## src/rtl/uart_fifo_param.sv

```systemverilog
// Buffered UART: TX/RX FIFOs, run-time baud divider, parity and stop-bit modes,
// false-start rejection and sticky parity/framing/overflow error flags.
module uart_fifo_param #(
    parameter int DATA_BITS = 8,
    parameter int NUM_SYNC  = 5,
    parameter int TX_DEPTH  = 4,
    parameter int RX_DEPTH  = 4
) (
    input  logic                 clk,
    input  logic                 reset,
    input  logic [15:0]          baud_div,
    input  logic [1:0]           parity_mode,
    input  logic                 two_stop,
    input  logic                 rx_in,
    output logic                 tx_out,
    input  logic                 tx_latch,
    input  logic [DATA_BITS-1:0] tx_data,
    output logic                 tx_full,
    output logic                 tx_empty,
    output logic [DATA_BITS-1:0] rx_data,
    output logic                 rx_valid,
    input  logic                 rx_ack,
    input  logic                 err_clear,
    output logic                 rx_parity_err,
    output logic                 rx_frame_err,
    output logic                 rx_overflow
);
    localparam int TAW = $clog2(TX_DEPTH);
    localparam int RAW = $clog2(RX_DEPTH);
    localparam int BW  = $clog2(DATA_BITS);
    localparam logic [BW-1:0] LAST_BIT = BW'(DATA_BITS - 1);

    typedef enum logic [2:0] {TX_IDLE, TX_START, TX_DATA, TX_PARITY, TX_STOP} tx_state_t;
    typedef enum logic [2:0] {RX_IDLE, RX_START, RX_DATA, RX_PARITY, RX_STOP, RX_ERROR} rx_state_t;

    function automatic logic [15:0] eff_div(input logic [15:0] d);
        return (d < 16'd2) ? 16'd2 : d;
    endfunction

    function automatic logic par_bit(input logic [DATA_BITS-1:0] d, input logic odd);
        return (^d) ^ odd;
    endfunction

    function automatic logic par_en(input logic [1:0] m);
        return (m == 2'b01) || (m == 2'b10);
    endfunction

    // rx_in synchroniser, idles high
    logic [NUM_SYNC-1:0] sync_q;
    logic                rx_s;

    always_ff @(posedge clk) begin
        if (reset) sync_q <= '1;
        else       sync_q <= {sync_q[NUM_SYNC-2:0], rx_in};
    end
    assign rx_s = sync_q[NUM_SYNC-1];

    // TX FIFO
    logic [DATA_BITS-1:0] txm [TX_DEPTH];
    logic [TAW:0]         txw_q, txr_q;
    logic                 tx_push, tx_pop, tx_fifo_empty;
    logic [DATA_BITS-1:0] tx_head;

    assign tx_fifo_empty = (txw_q == txr_q);
    assign tx_full       = (txw_q[TAW] != txr_q[TAW]) && (txw_q[TAW-1:0] == txr_q[TAW-1:0]);
    assign tx_push       = tx_latch && !tx_full;
    assign tx_head       = txm[txr_q[TAW-1:0]];

    always_ff @(posedge clk) begin
        if (reset) begin
            txw_q <= '0;
            txr_q <= '0;
        end else begin
            if (tx_push) txw_q <= txw_q + 1'b1;
            if (tx_pop)  txr_q <= txr_q + 1'b1;
        end
    end

    always_ff @(posedge clk) begin
        if (tx_push) txm[txw_q[TAW-1:0]] <= tx_data;
    end

    // TX FSM
    tx_state_t            txs_q, txs_d;
    logic [15:0]          txcnt_q, txcnt_d, txdiv_q, txdiv_d;
    logic [BW-1:0]        txbit_q, txbit_d;
    logic [DATA_BITS-1:0] txsh_q, txsh_d;
    logic                 txpen_q, txpen_d, txpar_q, txpar_d, tx2_q, tx2_d;
    logic                 txstop_q, txstop_d, txo_q, txo_d;
    logic                 tx_load, tx_bit_end;

    assign tx_bit_end = (txcnt_q == txdiv_q - 16'd1);

    always_comb begin
        txs_d    = txs_q;
        txcnt_d  = txcnt_q + 16'd1;
        txdiv_d  = txdiv_q;
        txbit_d  = txbit_q;
        txsh_d   = txsh_q;
        txpen_d  = txpen_q;
        txpar_d  = txpar_q;
        tx2_d    = tx2_q;
        txstop_d = txstop_q;
        txo_d    = txo_q;
        tx_load  = 1'b0;
        tx_pop   = 1'b0;
        case (txs_q)
            TX_IDLE: begin
                txcnt_d = '0;
                if (!tx_fifo_empty) tx_load = 1'b1;
            end
            TX_START: if (tx_bit_end) begin
                txs_d   = TX_DATA;
                txcnt_d = '0;
                txbit_d = '0;
                txo_d   = txsh_q[0];
            end
            TX_DATA: if (tx_bit_end) begin
                txcnt_d = '0;
                if (txbit_q == LAST_BIT) begin
                    txstop_d = 1'b0;
                    if (txpen_q) begin
                        txs_d = TX_PARITY;
                        txo_d = txpar_q;
                    end else begin
                        txs_d = TX_STOP;
                        txo_d = 1'b1;
                    end
                end else begin
                    txsh_d  = txsh_q >> 1;
                    txo_d   = txsh_q[1];
                    txbit_d = txbit_q + 1'b1;
                end
            end
            TX_PARITY: if (tx_bit_end) begin
                txs_d   = TX_STOP;
                txcnt_d = '0;
                txo_d   = 1'b1;
            end
            TX_STOP: if (tx_bit_end) begin
                txcnt_d = '0;
                if (tx2_q && !txstop_q) txstop_d = 1'b1;
                else if (!tx_fifo_empty) tx_load = 1'b1;
                else txs_d = TX_IDLE;
            end
            default: txs_d = TX_IDLE;
        endcase
        // Frame start: config is captured here so mid-frame changes wait a frame
        if (tx_load) begin
            tx_pop  = 1'b1;
            txs_d   = TX_START;
            txcnt_d = '0;
            txo_d   = 1'b0;
            txsh_d  = tx_head;
            txdiv_d = eff_div(baud_div);
            txpen_d = par_en(parity_mode);
            txpar_d = par_bit(tx_head, parity_mode[1]);
            tx2_d   = two_stop;
        end
    end

    always_ff @(posedge clk) begin
        if (reset) begin
            txs_q    <= TX_IDLE;
            txcnt_q  <= '0;
            txbit_q  <= '0;
            txstop_q <= 1'b0;
            txo_q    <= 1'b1;
        end else begin
            txs_q    <= txs_d;
            txcnt_q  <= txcnt_d;
            txbit_q  <= txbit_d;
            txstop_q <= txstop_d;
            txo_q    <= txo_d;
        end
        txdiv_q <= txdiv_d;
        txsh_q  <= txsh_d;
        txpen_q <= txpen_d;
        txpar_q <= txpar_d;
        tx2_q   <= tx2_d;
    end

    assign tx_out   = txo_q;
    assign tx_empty = tx_fifo_empty && (txs_q == TX_IDLE);

    // RX FSM
    rx_state_t            rxs_q, rxs_d;
    logic [15:0]          rxcnt_q, rxcnt_d, rxdiv_q, rxdiv_d;
    logic [BW-1:0]        rxbit_q, rxbit_d;
    logic [DATA_BITS-1:0] rxsh_q, rxsh_d;
    logic                 rxpen_q, rxpen_d, rxodd_q, rxodd_d, rxpar_q, rxpar_d;
    logic                 rx_sample, rx_push_req, set_par, set_frm;

    assign rx_sample = (rxcnt_q == rxdiv_q);

    always_comb begin
        rxs_d       = rxs_q;
        rxcnt_d     = rxcnt_q + 16'd1;
        rxdiv_d     = rxdiv_q;
        rxbit_d     = rxbit_q;
        rxsh_d      = rxsh_q;
        rxpen_d     = rxpen_q;
        rxodd_d     = rxodd_q;
        rxpar_d     = rxpar_q;
        rx_push_req = 1'b0;
        set_par     = 1'b0;
        set_frm     = 1'b0;
        case (rxs_q)
            RX_IDLE: begin
                rxcnt_d = 16'd1;
                if (!rx_s) begin
                    rxs_d   = RX_START;
                    rxdiv_d = eff_div(baud_div);
                    rxpen_d = par_en(parity_mode);
                    rxodd_d = (parity_mode == 2'b10);
                end
            end
            RX_START: if (rxcnt_q == (rxdiv_q >> 1)) begin
                rxcnt_d = 16'd1;
                rxbit_d = '0;
                rxs_d   = rx_s ? RX_IDLE : RX_DATA;
            end
            RX_DATA: if (rx_sample) begin
                rxcnt_d = 16'd1;
                rxsh_d  = {rx_s, rxsh_q[DATA_BITS-1:1]};
                if (rxbit_q == LAST_BIT) rxs_d = rxpen_q ? RX_PARITY : RX_STOP;
                else rxbit_d = rxbit_q + 1'b1;
            end
            RX_PARITY: if (rx_sample) begin
                rxcnt_d = 16'd1;
                rxpar_d = rx_s;
                rxs_d   = RX_STOP;
            end
            RX_STOP: if (rx_sample) begin
                rxcnt_d = 16'd1;
                if (!rx_s) begin
                    set_frm = 1'b1;
                    rxs_d   = RX_ERROR;
                end else begin
                    rxs_d = RX_IDLE;
                    if (rxpen_q && (rxpar_q != par_bit(rxsh_q, rxodd_q))) set_par = 1'b1;
                    else rx_push_req = 1'b1;
                end
            end
            // A broken frame leaves the line low; wait for it to recover
            RX_ERROR: begin
                rxcnt_d = 16'd1;
                if (rx_s) rxs_d = RX_IDLE;
            end
            default: rxs_d = RX_IDLE;
        endcase
    end

    always_ff @(posedge clk) begin
        if (reset) begin
            rxs_q   <= RX_IDLE;
            rxcnt_q <= '0;
            rxbit_q <= '0;
        end else begin
            rxs_q   <= rxs_d;
            rxcnt_q <= rxcnt_d;
            rxbit_q <= rxbit_d;
        end
        rxdiv_q <= rxdiv_d;
        rxsh_q  <= rxsh_d;
        rxpen_q <= rxpen_d;
        rxodd_q <= rxodd_d;
        rxpar_q <= rxpar_d;
    end

    // RX FIFO: a same-cycle pop frees room for a push into a full FIFO
    logic [DATA_BITS-1:0] rxm [RX_DEPTH];
    logic [RAW:0]         rxw_q, rxr_q;
    logic                 rx_fifo_empty, rx_fifo_full, rx_pop, rx_push, set_ovf;

    assign rx_fifo_empty = (rxw_q == rxr_q);
    assign rx_fifo_full  = (rxw_q[RAW] != rxr_q[RAW]) && (rxw_q[RAW-1:0] == rxr_q[RAW-1:0]);
    assign rx_pop        = rx_ack && !rx_fifo_empty;
    assign rx_push       = rx_push_req && (!rx_fifo_full || rx_pop);
    assign set_ovf       = rx_push_req && !rx_push;

    always_ff @(posedge clk) begin
        if (reset) begin
            rxw_q <= '0;
            rxr_q <= '0;
        end else begin
            if (rx_push) rxw_q <= rxw_q + 1'b1;
            if (rx_pop)  rxr_q <= rxr_q + 1'b1;
        end
    end

    always_ff @(posedge clk) begin
        if (rx_push) rxm[rxw_q[RAW-1:0]] <= rxsh_q;
    end

    assign rx_valid = !rx_fifo_empty;
    assign rx_data  = rx_fifo_empty ? '0 : rxm[rxr_q[RAW-1:0]];

    // Sticky error flags; a new event beats a simultaneous clear
    logic par_err_q, frm_err_q, ovf_q;

    always_ff @(posedge clk) begin
        if (reset) begin
            par_err_q <= 1'b0;
            frm_err_q <= 1'b0;
            ovf_q     <= 1'b0;
        end else begin
            par_err_q <= (par_err_q && !err_clear) || set_par;
            frm_err_q <= (frm_err_q && !err_clear) || set_frm;
            ovf_q     <= (ovf_q && !err_clear) || set_ovf;
        end
    end

    assign rx_parity_err = par_err_q;
    assign rx_frame_err  = frm_err_q;
    assign rx_overflow   = ovf_q;
endmodule

```

## config.mk

```make
export PLATFORM = sky130hd
export DESIGN_NAME = uart_fifo_param
export DESIGN_NICKNAME = d
export VERILOG_FILES = /design/src/rtl/uart_fifo_param.sv
export SDC_FILE = /design/constraint.sdc
export NUM_CORES = 1
export LEC_CHECK = 0
export CAP_MARGIN = 0
export CELL_PAD_IN_SITES_DETAIL_PLACEMENT = 0
export CELL_PAD_IN_SITES_GLOBAL_PLACEMENT = 1
export CORE_ASPECT_RATIO = 0.9
export CORE_MARGIN = 2
export CORE_UTILIZATION = 45
export DETAILED_ROUTE_END_ITERATION = 8
export PLACE_DENSITY_LB_ADDON = 0.1
export SLEW_MARGIN = 25
export SYNTH_ARGS = -nofsm -noshare
export SYNTH_HDL_FRONTEND = slang
export SYNTH_SLANG_ARGS = --single-unit
```

## constraint.sdc

```tcl
create_clock -name clk -period 3.5 [get_ports clk]
set_input_delay 0.875 -clock clk [delete_from_list [all_inputs] [get_ports clk]]
set_output_delay 0.875 -clock clk [all_outputs]
set_load 0.01 [all_outputs]
```

==> results of run 1 <==
## cell usage in the layout (no fill, tap or decap), types with 3 or more instances in the layout
master and n:
xor2_1 61, nor2_1 52, a21oi_1 19, ha_1 18
o31ai_1 5, buf_4 7, clkdlybuf4s50_1 46, clkbuf_16 17
xnor2_1 43, nor2b_1 19, clkinv_8 5, edfxtp_1 118
or4_1 5, nor3_2 13, nand2_1 31, dfxtp_1 70
inv_1 18, nor4_1 17, nand2b_1 12, o21ai_0 8
nand4_1 8, nor3_1 14, and3_1 13, nand3_1 27
mux4_2 16, or3_1 3, and2_1 9, mux2_1 9
inv_6 4, or2_2 6, mux2i_1 6
## worst max-delay path: stages (launching register included)
cell	delay, ps
edfxtp_1	480
inv_1	90
ha_1	210
nor3b_4	320
nand2_1	130
or4b_4	540
a21oi_2	220
a41oi_2	200
or2_4	300
clkinv_2	180
mux2_1	350
## cells by family (layout without fill, tap and decap cells)
| logic type | count (synthesis) | in the layout |
|---|---|---|
| AOI/OAI and AO/OA | 59 | 59 |
| xor gates and xnor gates | 105 | 105 |
| adders and majority gates | 19 | 19 |
| buffers and inverters | 64 | 105 |
| DFF | 188 | 188 |
| muxes | 32 | 32 |
| and+or+nand+nor | 246 | 246 |
## state kept, by name, summed over array words and instances, names as in the netlist, 3 cells and up, named ones only
signal and count:
rxdiv_q 16, txcnt_q 16, rxs_q 3, txdiv_q 16, sync_q 5, txm 32
rxr_q 3, txw_q 3, txr_q 3, rxsh_q 8, txs_q 3, rxcnt_q 16
rxm 32, rxbit_q 3, txsh_q 8, rxw_q 3, txbit_q 3
## per-stage QoR
| stage | hold WS [ps] | std cells | cell area [sq um] | worst slack [ps] |
|---|---|---|---|---|
| 2_1_floorplan | 389.5 | 713 | 8742 | 414.0 |
| 3_3_place_gp | 393.2 | 972 | 9380 | 313.3 |
| 3_5_place_dp | 398.4 | 972 | 9380 | 224.6 |
| 4_1_cts | 416.8 | 1004 | 10000 | 187.0 |
| 5_1_grt | 414.1 | 1004 | 10000 | 6.209 |
| 6_report | 409.9 | 1004 | 10000 | 224.7 |
## path summary, 6_finish.rpt
check                                start        end  slack (ps)
worst min register to register   sync_q[0]  sync_q[1]         410
worst max register to register  txdiv_q[1]  txsh_q[5]         220
worst min-delay path             sync_q[0]  sync_q[1]         410
worst max-delay path            txdiv_q[1]  txsh_q[5]         220
## where the power goes
part	switching [mW]	leakage, nW	internal [mW]
clock network	0.951	0.297	1.03
logic	0.627	1.46	0.548
registers	0.244	1.65	2.65
total	1.82	3.41	4.23
## routing by layer
metal / vias up / GRT usage / routed length (microns)
li1: 2615 / - / -
met1: 2631 / 0.2253 / 7820
met2: 89 / 0.3051 / 8620
met3: 13 / 0.03725 / 591
met4: 0 / 0.05504 / 210
met5: - / 0 / 0
## area by class of cell
class / instances / area share
timing repair buffer: 54 / 0.05180
sequential: 188 / 0.4944
clock buffer: 17 / 0.04254
inverter: 19 / 0.007256
tap: 250 / 0.03128
clock inverter: 15 / 0.01939
multi-input combinational: 461 / 0.3533
==> qor.csv, run 1 <==
metric,value,unit
outcome,completed,
"Clk pin slew, worst setup/hold paths",80,ps
vias per cell,5.327,
Worst EP required,3670,ps
Setup Total Neg Slack,0,ps
GRT Total Usage,0.1774,
Final nets,792,
"Top FF cell, synth",edfxtp_1,
Post-synth EDFFs,118,
CTS buffer count,17,
Root Driver,clkbuf_16,
top-count cell post-synth,edfxtp_1,
post-detail-place hpwl,12250,microns
max_cap viols,0,
# setup viols final,0,
Initial Util,0.4577,
gate count after technology mapping,713,
GPL Wtd Cong,0.8160,
cts repair resizes,0,
Tightest Pin Transition,688.0,ps
die area,0.02056,sq mm
Synth async-reset ratio,0,
Mapped Area,0.008742,sq mm
GR Overflow Total,0,
Yosys cell types,70,
clk_skew,11.67,ps
Hold Crit Class,flip-flop to flip-flop,
Power Total,6.052,mW
IO Count,48,
CP max FO,14,
fillcell total,1647,
post-layout util,0.5237,
DR iter-0 viols,298,
worst skew pair latency,420,ps
period utilisation layout,0.9358,
unrepaired setup endpoints after global routing,false,
DRT antenna net count,0,
initial antenna violation count,0,
Antenna diodes,0,
top cell type by total area after synthesis,edfxtp_1,
vias in the first global route,5424,
sequential cell area fraction in the yosys report,0.5656,
routed length per instance,17.17,microns
Compound-Gate Fraction of Synth Area,0.04709,
via count,5348,
Slew HR,0.5413,
final WL,17240,microns
IO Port Bufs,47,
Leak Pwr,3.409,nW
Worst EP arrival,3450,ps
Post-Synth Adder-Cell Area,0.02705,
Die Y-Extent,136.2,microns
Final Critical Period,3275,ps
Post-CTS Repair Setup Buffers,0,
synthesized flop and latch total,188,
post-synthesis mux area share,0.06097,
endpoint type of the worst setup path,flip-flop,
CTS tree,done,
Max H-tree Level,4,
Synth Area in Simple Gates,0.1616,
Final Hold Vio Count,0,
Longest Clk Path Bufs,2,
P&R area growth vs syn,14.40,%
FF/Latch Area,0.004945,sq mm
Final Max Slew Viols,0,
# DRC,0,
syn_nets,764,
Max Fclk,305.3,MHz
first-pass GRT wire length,27940,microns
Core ar.,0.01910,sq mm
power density cells,605.1,mW/mm^2
Hold Crit Depth,1,
most instantiated cells after synthesis,"118 x edfxtp_1, 70 x dfxtp_1, 61 x xor2_1, 52 x nor2_1, 43 x xnor2_1",
cts hold-fix bufs,0,
maximum vdd drop,0.0003596,V
Row Count,48,
cells on worst reg2reg path,10,
CP startpoint kind,flip-flop,
Multi-input gate area,0.003533,sq mm
Setup CP Type,flip-flop to flip-flop,
largest net degree at the start of global routing,32,
layout cells sized above 1,0.1233,
Syn Area/Cell,12.26,sq um
largest family of logic cells by synthesized area,simple AND/OR/NAND/NOR gates,
1st-pass router iterations,4,
Yosys warnings,0,
clock sinks,188,
Die X,150.9,microns
top cell type's share of synthesized area,0.4053,
Post-Synth XOR/XNOR Area,0.1068,
top post-synthesis cells by area,"edfxtp_1 41%, dfxtp_1 16%, xor2_1 6.1%",
No activity file was read; power rests on OpenSTA's default activity.
==> inputs of run 2 (changes only) <==
- CORE_ASPECT_RATIO: 0.9 -> default
==> run 2 against run 1 <==
Compared with the run above:
- sequential cell count unchanged
- highest routed layer unchanged
- via count down 0.30%
- clock skew about the same
- core utilization rose by 0.52 points
- sequential share of layout area about the same
==> qor.csv, run 2 (synthesis results as in run 1) <==
metric,value,unit
P&R area growth vs syn,14.30,%
post-detail-place hpwl,12350,microns
Comb power frac,0.195,
Slew HR,0.5822,
Initial Util,0.4627,
Power Total,5.961,mW
sw frac,0.3011,
Worst EP arrival,3440,ps
CP max FO,14,
initial antenna violation count,0,
max_cap viols,0,
"Clk pin slew, worst setup/hold paths",70,ps
endpoint type of the worst setup path,flip-flop,
worst skew pair latency,430,ps
# setup viols final,0,
via count,5332,
Final Critical Period,3257,ps
Root Driver,clkbuf_16,
Core ar.,0.01889,sq mm
GPL Wtd Cong,0.8395,
Final Max Slew Viols,0,
Hold Crit Class,flip-flop to flip-flop,
vias in the first global route,5325,
Final nets,792,
Max H-tree Level,4,
Longest Clk Path Bufs,2,
Leak Pwr,3.397,nW
Switch Pwr,1.795,mW
Setup CP Type,flip-flop to flip-flop,
GR Overflow Total,0,
fillcell total,1641,
vias per cell,5.258,
Tightest Pin Transition,624.4,ps
routed length per instance,16.60,microns
power density cells,596.6,mW/mm^2
# DRC,0,
IO Count,48,
DRT antenna net count,0,
Clock Power Share,0.320,
Antenna diodes,0,
layout cells sized above 1,0.1233,
Setup Total Neg Slack,0,ps
Die Y-Extent,143.4,microns
Worst EP required,3680,ps
largest net degree at the start of global routing,33,
IO Port Bufs,47,
die area,0.02056,sq mm
CTS tree,done,
clock sinks,188,
Die X,143.4,microns
Int Pwr,4.166,mW
Final Hold Vio Count,0,
first-pass GRT wire length,27300,microns
period utilisation layout,0.9306,
sequential power share,0.484,
most frequent cells in the layout,"118 x edfxtp_1, 70 x dfxtp_1, 61 x xor2_1",
CTS buffer count,17,
outcome,completed,
1st-pass router iterations,4,
Row Count,50,
Max Fclk,307.0,MHz
CP startpoint kind,flip-flop,
"most common cell after layout, fill and taps aside",edfxtp_1,
clk_skew,11.95,ps
GRT Total Usage,0.1730,
unrepaired setup endpoints after global routing,false,
maximum vdd drop,0.0003374,V
DR iter-0 viols,325,
final WL,16840,microns
-- run 2: power by group through the flow --
| stage | logic (mW) | registers (mW) | clock network, mW |
|---|---|---|---|
| 2_1_floorplan | 0.996 | 2.80 | 0 |
| 3_3_place_gp | 1.13 | 2.94 | 0 |
| 3_5_place_dp | 1.15 | 2.94 | 0 |
| 4_1_cts | 1.17 | 2.89 | 1.96 |
| 5_1_grt | 1.29 | 2.92 | 2.04 |
| 6_report | 1.16 | 2.89 | 1.91 |
-- run 2: worst max-delay path: stages, from the launching register on --
cell and delay [ps]:
edfxtp_1 480, inv_1 90, ha_1 200, nor3b_4 290
nand2_1 120, or4b_4 550, a21oi_2 200, a41oi_2 200
or2_4 310, clkinv_2 190, mux2_1 350
-- run 2: per-stage QoR --
| stage | cell area (sq um) | setup slack (ps) | util | cells | hold WS, ps |
|---|---|---|---|---|---|
| CTS | 9987 | 208.5 | 0.5286 | 1014 | 414.8 |
| floorplan | 8742 | 414.0 | - | 713 | 389.5 |
| global route | 9992 | 47.69 | 0.5289 | 1014 | 433.6 |
| global placement | 9393 | 293.8 | 0.4972 | 982 | 395.9 |
| detailed placement | 9393 | 238.3 | 0.4972 | 982 | 396.6 |
| finish | 9992 | 242.8 | 0.5289 | 1014 | 412.0 |
-- run 2: area by class of cell --
type,count,area [sq um],share of cell area
flip-flops and latches,188,4945,0.4949
clock inverters,15,168.9,0.01690
multi-input cells,461,3533,0.3536
inverters,19,72.57,0.007263
clock buffers,17,425.4,0.04257
well taps,260,325.3,0.03256
repair buffers,54,521.8,0.05222
-- run 2: what timing repair did --
item | CTS | global route
setup endpoints to repair | 0 | 17
setup buffers | 0 | 0
hold buffers | 0 | 0
gates resized for setup | 0 | 2
-- run 2: final timing paths --
kind | start | end | slack [ps] | cells after the start
setup / recovery | txdiv_q[1] | txsh_q[6] | 240 | 10
hold / removal | sync_q[1] | sync_q[2] | 410 | 1
setup reg to reg | txdiv_q[1] | txsh_q[6] | 240 | 10
hold reg to reg | sync_q[1] | sync_q[2] | 410 | 1
-- run 2: routing by layer --
layer | track usage | up-vias | part of all wire
li1 | - | 2620 | -
met1 | 0.2086 | 2602 | 0.44
met2 | 0.3073 | 86 | 0.52
met3 | 0.03466 | 24 | 0.028
met4 | 0.06244 | 0 | 0.019
met5 | 0 | - | 0
==> inputs of run 3 (changes only) <==
- TNS_END_PERCENT: default -> 5
==> results of run 3 <==
The final DEF is identical to that of run 2; final timing and power are the same.
